===== config.mk =====
export PLATFORM = sky130hd
export DESIGN_NAME = mxv_load_sequencer
export DESIGN_NICKNAME = d
export VERILOG_FILES = /design/src/rtl/mxv_load_sequencer.sv
export SDC_FILE = /design/constraint.sdc
export NUM_CORES = 1
export LEC_CHECK = 0
export BUFFER_PORTS_ARGS = -buffer_cell sky130_fd_sc_hd__buf_2
export CAP_MARGIN = 5
export CORE_AREA = 5 5 84 86
export DETAILED_ROUTE_END_ITERATION = 6
export DIE_AREA = 0 0 89 91
export GPL_TIMING_DRIVEN = 1
export SYNTH_ARGS = -nofsm -noshare
export SYNTH_HDL_FRONTEND = slang
export SYNTH_SLANG_ARGS = --single-unit
export TNS_END_PERCENT = 5

===== constraint.sdc =====
create_clock -name clk -period 4.1 [get_ports clk]
set_input_delay 0.205 -clock clk [delete_from_list [all_inputs] [get_ports clk]]
set_output_delay 0.205 -clock clk [all_outputs]
set_load 0.02 [all_outputs]

===== src/rtl/mxv_load_sequencer.sv =====
// Load sequencer for one matrix-vector multiply: routes an N*N + N word stream
// into the row and vector FIFOs, kicks the datapath and waits for it to finish.
module mxv_load_sequencer #(
    parameter int WORD_LENGTH = 8,
    parameter int MAX_N       = 8,
    parameter int TIMEOUT     = 1024
) (
    input  logic                   clk,
    input  logic                   reset,
    input  logic                   start,
    input  logic                   abort,
    input  logic [WORD_LENGTH-1:0] matrix_length,
    input  logic [WORD_LENGTH-1:0] data_in,
    input  logic                   data_valid,
    output logic                   data_ready,
    input  logic [MAX_N-1:0]       row_full,
    input  logic                   vec_full,
    output logic [MAX_N-1:0]       push_row,
    output logic                   push_vec,
    output logic [WORD_LENGTH-1:0] push_data,
    output logic                   mxv_start,
    input  logic                   compute_done,
    output logic                   busy,
    output logic                   done,
    output logic                   error,
    output logic [WORD_LENGTH-1:0] n_latched
);

    localparam int CW = $clog2(MAX_N) + 1;
    localparam int TW = $clog2(TIMEOUT) + 1;

    typedef enum logic [2:0] {
        S_IDLE         = 3'd0,
        S_LOAD_MAT     = 3'd1,
        S_LOAD_VEC     = 3'd2,
        S_KICK         = 3'd3,
        S_COMPUTE_WAIT = 3'd4,
        S_DONE         = 3'd5,
        S_ERR          = 3'd6
    } state_t;

    state_t                 state_r;
    logic [CW-1:0]          row_r;
    logic [CW-1:0]          col_r;
    logic [TW-1:0]          tcnt_r;
    logic                   error_r;
    logic [WORD_LENGTH-1:0] n_r;

    logic [MAX_N-1:0] row_onehot_s;
    logic             row_blocked_s;
    logic             last_col_s;
    logic             last_row_s;
    logic             n_legal_s;
    logic             timeout_s;
    logic             tcnt_max_s;
    logic             accept_s;

    // Index decode and terminal-count compares; all bounds derive from n_r.
    always_comb begin
        row_onehot_s  = {{(MAX_N-1){1'b0}}, 1'b1} << row_r;
        row_blocked_s = |(row_full & row_onehot_s);
        last_col_s    = (WORD_LENGTH'(col_r) == (n_r - WORD_LENGTH'(1)));
        last_row_s    = (WORD_LENGTH'(row_r) == (n_r - WORD_LENGTH'(1)));
        n_legal_s     = (matrix_length != {WORD_LENGTH{1'b0}}) &&
                        (matrix_length <= WORD_LENGTH'(MAX_N));
        // ERR is entered on the edge where the counter would reach TIMEOUT-1.
        timeout_s     = (tcnt_r >= TW'(TIMEOUT - 2));
        tcnt_max_s    = (tcnt_r == TW'(TIMEOUT - 1));
    end

    // Handshake and push strobes; abort masks every side effect in its cycle.
    always_comb begin
        data_ready = 1'b0;
        accept_s   = 1'b0;
        push_row   = {MAX_N{1'b0}};
        push_vec   = 1'b0;
        mxv_start  = 1'b0;
        if (abort) begin
            data_ready = 1'b0;
        end else begin
            case (state_r)
                S_LOAD_MAT: begin
                    data_ready = !row_blocked_s;
                    accept_s   = data_valid && !row_blocked_s;
                    push_row   = accept_s ? row_onehot_s : {MAX_N{1'b0}};
                end
                S_LOAD_VEC: begin
                    data_ready = !vec_full;
                    accept_s   = data_valid && !vec_full;
                    push_vec   = accept_s;
                end
                S_KICK: begin
                    mxv_start = 1'b1;
                end
                default: begin
                    data_ready = 1'b0;
                end
            endcase
        end
    end

    // Status outputs decoded from registered state.
    always_comb begin
        push_data = data_in;
        busy      = (state_r != S_IDLE);
        done      = (state_r == S_DONE);
        error     = error_r;
        n_latched = n_r;
    end

    // Sequencer FSM with its row/column/timeout counters and sticky error.
    always_ff @(posedge clk or negedge reset) begin
        if (!reset) begin
            state_r <= S_IDLE;
            row_r   <= {CW{1'b0}};
            col_r   <= {CW{1'b0}};
            tcnt_r  <= {TW{1'b0}};
            error_r <= 1'b0;
            n_r     <= {WORD_LENGTH{1'b0}};
        end else if (abort) begin
            state_r <= S_IDLE;
            row_r   <= {CW{1'b0}};
            col_r   <= {CW{1'b0}};
            tcnt_r  <= {TW{1'b0}};
            error_r <= 1'b0;
        end else begin
            case (state_r)
                S_IDLE: begin
                    if (start) begin
                        n_r    <= matrix_length;
                        row_r  <= {CW{1'b0}};
                        col_r  <= {CW{1'b0}};
                        tcnt_r <= {TW{1'b0}};
                        if (n_legal_s) begin
                            state_r <= S_LOAD_MAT;
                            error_r <= 1'b0;
                        end else begin
                            state_r <= S_ERR;
                            error_r <= 1'b1;
                        end
                    end
                end
                S_LOAD_MAT: begin
                    if (accept_s) begin
                        if (last_col_s) begin
                            col_r <= {CW{1'b0}};
                            row_r <= row_r + CW'(1);
                            if (last_row_s) begin
                                state_r <= S_LOAD_VEC;
                            end
                        end else begin
                            col_r <= col_r + CW'(1);
                        end
                    end
                end
                S_LOAD_VEC: begin
                    if (accept_s) begin
                        if (last_col_s) begin
                            col_r   <= {CW{1'b0}};
                            state_r <= S_KICK;
                        end else begin
                            col_r <= col_r + CW'(1);
                        end
                    end
                end
                S_KICK: begin
                    tcnt_r  <= {TW{1'b0}};
                    state_r <= S_COMPUTE_WAIT;
                end
                S_COMPUTE_WAIT: begin
                    if (compute_done) begin
                        state_r <= S_DONE;
                    end else begin
                        if (!tcnt_max_s) begin
                            tcnt_r <= tcnt_r + TW'(1);
                        end
                        if (timeout_s) begin
                            state_r <= S_ERR;
                            error_r <= 1'b1;
                        end
                    end
                end
                S_DONE: begin
                    state_r <= S_IDLE;
                end
                S_ERR: begin
                    if (start) begin
                        state_r <= S_IDLE;
                    end
                end
                default: begin
                    state_r <= S_IDLE;
                end
            endcase
        end
    end

endmodule


Word level (Yosys, flattened, before mapping)
Cells that the tools add are included.
- shifts and indexed selects: 1
- mux-type cells: 43
- add/sub/neg operators: 4
- eq/ne operators: 21
- bitwise operators: 2
- magnitude comparators: 2
- reductions and logical operators: 20
- operators with widths (kind ; number):
    $mux 11 ; 4
    $mux 3 ; 11
    $pmux 11 s3 ; 1
    $ne 3x3->1 const B ; 10
    $mux 4 ; 7
    $mux 8 ; 3
    $pmux 3 s6 ; 1
    $eq 4x8->1 ; 2
    $pmux 4 s2 ; 2
    $reduce_and 4->1 ; 3
    $reduce_bool 3->1 ; 4
    $add 11x1->11 const B ; 1
    $eq 11x10->1 const B ; 1
    $ge 11x10->1 const B ; 1
    $mux 1 ; 11
    $eq 3x3->1 const B ; 3
    $add 4x1->4 const B ; 2
    $and 8x8->8 ; 1
    $le 8x4->1 const B ; 1
    $reduce_and 8->1 ; 1
    $reduce_bool 8->1 ; 1
    $reduce_or 8->1 ; 1
    $shl 1x4->8 const A ; 1
    $sub 8x1->8 const B ; 1
    other kinds (12) ; 19
- output and inout bits: 30
- input bits: 31
- register bits after elaboration: 31

Logic depth before layout (Yosys ltp)
Gate-level depths: netlist of the first run.
- depth in word-level cells: 10
- depth in mapped cells: 9
- depth with buffers taken out: 8

Worst setup path after synthesis of the first run
No wires, ideal clock.
- path kind: reg-to-reg
- from: reg row_r[0]
- to: reg state_r[2]
- library setup time: 121 ps
- setup slack: 1681 ps
- arrival: 2298 ps
- clock period less this slack: 2419 ps
- path buffers: 0
- required time: 3979 ps
- stages on the path, launching flop included: 9
- path through: dfrtp_1 -> ha_1 -> ha_1 -> a222oi_1 -> a221oi_2 -> o311ai_4 -> o311ai_2 -> or2_1 -> o22a_1
- word-level cells in the longest chain between the ends: 9
- elaborated cells on any way between the ends: 12
- those cells by class: eq/ne (4); shift (1); mux (2); bitwise (1); reduce/logical (4)
- ends and longest elaborated chain (what ; RTL line ; source):
    start: declaration ; 43 ; logic [CW-1:0] row_r;
    start signal: assignment ; 115 ; row_r <= {CW{1'b0}};
    start signal: assignment ; 122 ; row_r <= {CW{1'b0}};
    start signal: assignment ; 131 ; row_r <= {CW{1'b0}};
    $shl 1x4->8 ; 60 ; row_onehot_s = {{(MAX_N-1){1'b0}}, 1'b1} << row_r;
    $and 8x8->8 ; 61 ; row_blocked_s = |(row_full & row_onehot_s);
    $reduce_or 8->1 ; 61 ;
    $logic_not 1->1 ; 84 ; accept_s = data_valid && !row_blocked_s;
    $logic_and 1x1->1 ; 84 ;
    $pmux 1 s2 ; 81 ; case (state_r)
    $mux 1 ; 78 ; if (abort) begin
    $ne 3x3->1 (no source line) ; -- ;
    $reduce_and 8->1 (no source line) (*) ; -- ;
    end signal: assignment ; 114 ; state_r <= S_IDLE;
    end signal: assignment ; 121 ; state_r <= S_IDLE;
    end signal: assignment ; 135 ; state_r <= S_LOAD_MAT;
    end: declaration ; 42 ; state_t state_r;
Every way passes the cells marked *; elsewhere a longest branch is shown, timed or not.
A chain may end at the register's enable or synchronous reset.

Worst setup path after layout of the first run
- from: reg row_r[2]
- to: out push_row[4]
- word-level cells in the longest chain between the ends: 8
- ends and longest elaborated chain (what ; RTL line ; source):
    $shl 1x4->8 (*) ; 60 ;
    $and 8x8->8 ; 61 ;
    $reduce_or 8->1 ; 61 ;
    $logic_not 1->1 ; 84 ;
    $logic_and 1x1->1 ; 84 ;
    $mux 8 (*) ; 85 ; push_row = accept_s ? row_onehot_s : {MAX_N{1'b0}};
    $mux 8 (*) ; 81 ;
    $mux 8 (*) ; 78 ;
    end: declaration ; 18 ; output logic [MAX_N-1:0] push_row,
Marked as above.

==> metrics.txt, run 1 <==
Post-synth ARST share 1.00; Crit. Startpoint row_r[2]; worst skew pair latency 0.28 ns; Max IR drop VDD 278 µV; CTS tree yes; I/O pin total 61; ys flop type dfrtp_1; Pwr Density 541 mW/mm²; antenna cell count 0; Inserted Clock Buffers 5; combinational family with the most area after synthesis simple AND/OR/NAND/NOR gates; hold buffers post-CTS 0; end of the critical path push_row[4]; worst reg2reg path depth 8; Max-slew headroom 0.521; Final nets 340; worst reg2reg startpoint row_r[2]; die height 91 µm; Critical Path RT 3.89 ns; Leak 1.19 nW; flop-to-flop setup slack 1.44 ns; Max Cap Viol 0; Post-DP HPWL 4310 µm; commonest non-fill, non-tap cell in the layout buf_2; Die Width 89 µm; Final Max Slew Viols 0; I/O Buffers 44; 1st-iter DRT viols 92; total number of yosys warnings 0; Clock Pin Slew Worst Setup and Hold Paths 0.06 ns; routed length per instance 15.1 µm; DRC Markers 0; Post-synth EDFFs 0; Post-Layout Cell Count 375; Overall Power 1.45 mW; Post-Synth XOR/XNOR Area 0.0464; Post-CTS Setup Inserts 0; Placement Rows 29; distinct cell type count after synthesis 63; Synth Area in Adders 0.0521; Hold WS -0.0171 ns; pin count of the biggest net entering global routing 32; number of global-route vias before repair 2002; RSZ-0062 raised after global routing no; Setup crit end kind output port; crit path launch type register; Setup-failing EPs final 0; min cycle time layout 2.87 ns; status complete, but fails checks; final setup skew 0.00549 ns; Synth Net Count 308; wire length of the first global-routing pass 9570 µm; die footprint 0.00810 mm²; vias per cell 5.55; Simple-Gate Fraction of Synth Area 0.246; most frequent cells in the layout buf_2 (44), dfrtp_1 (31), nor2_1 (26), nand2_1 (16), o21ai_1 (13); clock root cell clkbuf_8; total grt overflow 0; mux cell area share after synthesis 0.0547; Fmax achieved 348 MHz; Synth Area per Inst 8.99 µm²; Area Overhead vs Synth 11.6%; Final period util 0.700; top cells by area, synth dfrtp_1 (32%), ha_1 (5.2%), mux2_2 (4.2%); Worst Max-Slew Pin Slew 0.719 ns; Post-DRT Antenna Nets 0; complex-gate fraction of the synthesized area 0.211; core outline area 0.00620 mm²; area leader, netlist dfrtp_1; crit path DAT 2.66 ns; Yosys top cell area share 0.323; Gate Count Post-Synth 267; sequential area share after synthesis 0.323; Sink Count 31; Vias 2080; layout cells sized above 1 0.258; setup TNS 0 ns; final hold vios 31; first-pass iteration count of the detailed router 4; worst-path fanout max 11; Setup CP Type register to output port; synthesized cell area 0.00240 mm²; failing checks hold timing; Initial Util 0.387; H-tree Lvls 2; Crit Reg-Reg Endpoint state_r[1]; CTS max path bufs 2; post-synthesis register bit count 31; GRT Util Overall 0.145; number of instances in the placed design 369; Tightest Hold Check Type primary input to async pin; GPL Wtd Cong 0.817; Total Wirelength 5660 µm; initial antenna violation count 0; cts repair resizes 0
-- routing by layer --
metal  up-vias  global-route usage  part of all wire
met5         -                   0                 0
met4         0              0.0385             0.017
met3         9              0.0290             0.068
met2        67               0.235              0.46
met1       973               0.195              0.45
li1       1031                   -                 -
-- logic make-up after synthesis --
logic type	Yosys count
fa+ha+maj	10
mux	12
flops	31
buf+inv	31
compound gates	67
simple gates	105
xor+xnor	11
-- critical path: stages, from the launching register on --
cell and delay [ns]:
dfrtp_1 0.57, inv_1 0.14, ha_1 0.24, a222oi_1 0.36, a221oi_2 0.17, nor4b_2 0.52
and3_1 0.22, buf_2 0.16
-- worst min-delay path by stage --
stage / startpoint / end / depth (start not counted)
4_1_cts: reset / tcnt_r[4] / 1
6_report: reset / tcnt_r[3] / 1
3_3_place_gp: reset / n_latched[7] / 1
5_1_grt: reset / tcnt_r[4] / 1
3_5_place_dp: reset / n_latched[7] / 1
2_1_floorplan: reset / col_r[0] / 0
-- registers in the layout, summed over array words and instances, names as in the netlist --
signal	cells
error	1
row_r	4
col_r	4
n_latched	8
state_r	3
tcnt_r	11
-- report_power, final --
part / total [mW] / switching [mW] / internal, mW
combinational: 0.747 / 0.424 / 0.322
sequential: 0.487 / 0.115 / 0.372
clock: 0.216 / 0.103 / 0.113
total: 1.45 / 0.643 / 0.807
-- area by class of cell --
type | instances | area (µm²)
inverters | 11 | 41.3
well taps | 77 | 96.3
flip-flops and latches | 31 | 776
fillers | 639 | 3530
clock buffers | 6 | 72.6
multi-input cells | 205 | 1470
repair buffers | 45 | 228
-- cells in the mapped netlist, types with 2 or more instances --
cell	number
a21o_1	2
a21oi_1	8
a22oi_1	2
a31oi_1	4
and2_1	3
and3_1	7
buf_2	5
buf_4	8
clkbuf_1	6
dfrtp_1	31
ha_1	10
inv_1	11
mux2_2	9
mux2i_1	3
nand2_1	16
nand2b_1	10
nand3_1	9
nand3b_1	2
nor2_1	26
nor2b_1	2
nor3_1	6
nor4_1	4
o21ai_0	8
o21ai_1	13
o31ai_1	6
o32a_1	2
o41ai_1	2
or2_1	4
or2_2	3
or4_1	4
xnor2_1	7
xnor2_2	2
xor2_1	2
-- stage by stage --
stage               setup slack [ns]  area (µm²)  utilization
detailed placement              1.45        2610        0.420
floorplan                       1.68        2400            -
global route                   0.960        2680        0.432
CTS                             1.23        2680        0.432
global placement                1.51        2610        0.420
finish                          1.23        2680        0.432
Power figures use the tool's default switching activity.
==> run 2: changes to the inputs <==
==> constraint.sdc (replaced) <==
create_clock -name clk -period 2.6 [get_ports clk]
set_input_delay 0.13 -clock clk [delete_from_list [all_inputs] [get_ports clk]]
set_output_delay 0.13 -clock clk [all_outputs]
set_load 0.02 [all_outputs]
==> metrics.txt, run 2 (synthesis gave the netlist of run 1 again) <==
I/O pin total 61 (unchanged); Tightest Hold Check Type primary input to register (was primary input to async pin); final setup skew 0.00689 ns (was 0.00549 ns); Max-slew headroom 0.511 (was 0.521); Worst Max-Slew Pin Slew 0.734 ns (was 0.719 ns); crit path launch type register (unchanged); pre-CTS WS 0.0626 ns (was 1.45 ns); Setup CP Type register to output port (unchanged); Placement Rows 29 (unchanged); initial antenna violation count 0 (unchanged); crit path DAT 2.39 ns (was 2.66 ns); Register Area 776 µm² (unchanged); worst skew pair latency 0.29 ns (was 0.28 ns); 1st-iter DRT viols 87 (was 92); Clock Pin Slew Worst Setup and Hold Paths 0.07 ns (was 0.06 ns); area of the multi-input gates 0.00153 mm² (was 0.00147 mm²); Max IR drop VDD 608 µV (was 278 µV); Setup crit end kind output port (unchanged); pin count of the biggest net entering global routing 32 (unchanged); GRT Util Overall 0.143 (was 0.145); Sink Count 31 (unchanged); worst setup margin 0.0812 ns (was 1.23 ns); Final Max Slew Viols 0 (unchanged); Leak 1.28 nW (was 1.19 nW); max reg flops 11 (unchanged); Met2 Wirelength 2830 µm (was 2620 µm); Final period util 0.969; min cycle time layout 2.52 ns; commonest non-fill, non-tap cell in the layout buf_2 (unchanged); Critical Path RT 2.47 ns (was 3.89 ns); Setup-failing EPs final 0 (unchanged); Vias 2131 (was 2080); Post-DP HPWL 4320 µm (was 4310 µm); Largest Register tcnt_r (unchanged); CTS max path bufs 2 (unchanged); wire length of the first global-routing pass 9430 µm (was 9570 µm); most frequent cells in the layout buf_2 (40), dfrtp_1 (31), nor2_1 (26), nand2_1 (16), buf_4 (14) (was buf_2 (44), dfrtp_1 (31), nor2_1 (26), nand2_1 (16), o21ai_1 (13)); final instance area 0.00288 mm² (was 0.00268 mm²); first-pass iteration count of the detailed router 6 (was 4); antenna cell count 0 (unchanged); Overall Power 2.36 mW (was 1.45 mW); Area Overhead vs Synth 20.1% (was 11.6%); met1 WL 2610 µm (was 2550 µm); Placed Area 0.00267 mm² (was 0.00261 mm²); highest metal layer with signal wires met4 (unchanged); routed length per instance 15.0 µm (was 15.1 µm); Total Wirelength 5870 µm (was 5660 µm); number of global-route vias before repair 2087 (was 2002); GPL Wtd Cong 0.830 (was 0.817); Initial Util 0.387 (unchanged); Final nets 354 (was 340); CTS tree yes (unchanged); worst-path fanout max 8 (was 11); Filler cells 606 (was 639); status finished, final reports clean (was complete, but fails checks); Max Cap Viol 0 (unchanged); final hold vios 0 (was 31); Post-DRT Antenna Nets 0 (unchanged); die footprint 0.00810 mm² (unchanged); clock root cell clkbuf_8 (unchanged); layout cells sized above 1 0.312 (was 0.258); Met3 Wirelength 335 µm (was 387 µm); Inserted Clock Buffers 5 (unchanged); vias per cell 5.45 (was 5.55); I/O Buffers 44 (unchanged); total grt overflow 0 (unchanged); Pwr Density 818 mW/mm² (was 541 mW/mm²); core outline area 0.00620 mm² (unchanged); final core utilization 0.465 (was 0.432); RSZ-0062 raised after global routing yes (was no); Die Width 89 µm (unchanged); die height 91 µm (unchanged); Fmax achieved 397 MHz; Hold WS 0.0973 ns (was -0.0171 ns); DRC Markers 0 (unchanged); H-tree Lvls 2 (unchanged)
-- run 2: path summary, 6_finish.rpt --
path                             startpoint      endpoint  slack (ns)  cells after the start
hold reg to reg                   tcnt_r[7]     tcnt_r[7]        0.48                      1
setup / recovery                   row_r[1]   push_row[1]        0.08                      7
setup reg to reg                   row_r[1]    state_r[2]        0.10                      8
max in group asynchronous             reset     tcnt_r[7]        1.69                      2
hold / removal             matrix_length[5]  n_latched[5]         0.1                      2
min in group asynchronous             reset  n_latched[1]        0.44                      2
-- run 2: power breakdown --
part | internal, mW | switching (mW)
combinational | 0.543 | 0.716
clock | 0.188 | 0.184
sequential | 0.587 | 0.143
total | 1.32 | 1.04
-- run 2: critical path, stage by stage (launching register included) --
cell      delay (ns)
dfrtp_1         0.42
ha_4            0.19
ha_4            0.16
a222oi_1        0.37
a221oi_2        0.19
nor4b_4         0.41
and3_4          0.25
buf_6           0.11
-- run 2: layer usage --
layer | global-route usage | vias to the layer above
met5 | 0 | -
met4 | 0.0434 | 0
met3 | 0.0253 | 10
met2 | 0.243 | 54
met1 | 0.183 | 1008
li1 | - | 1059
-- run 2: layout make-up --
class | count | share of cell area
Multi-Input combinational cell | 205 | 0.530
Inverter | 11 | 0.0143
Sequential cell | 31 | 0.269
Clock inverter | 1 | 0.00174
Tap cell | 77 | 0.0334
Timing Repair Buffer | 59 | 0.125
Clock buffer | 7 | 0.0265
-- run 2: timing repair --
item / in CTS / in global routing
endpoints found under the setup margin: 8 / 10
hold buffers: 1 / 0
hold endpoints to repair: 31 / 0
pin swaps: 4 / 7
gates resized for setup: 6 / 14
buffers inserted: 0 / 5
cloned: 0 / 0
-- run 2: through the flow --
stage | TNS, ns | std cells
after floorplan | 0 | 267
after global placement | 0 | 377
after detailed placement | 0 | 377
after CTS | 0 | 386
after global routing | -0.152 | 391
final | 0 | 391
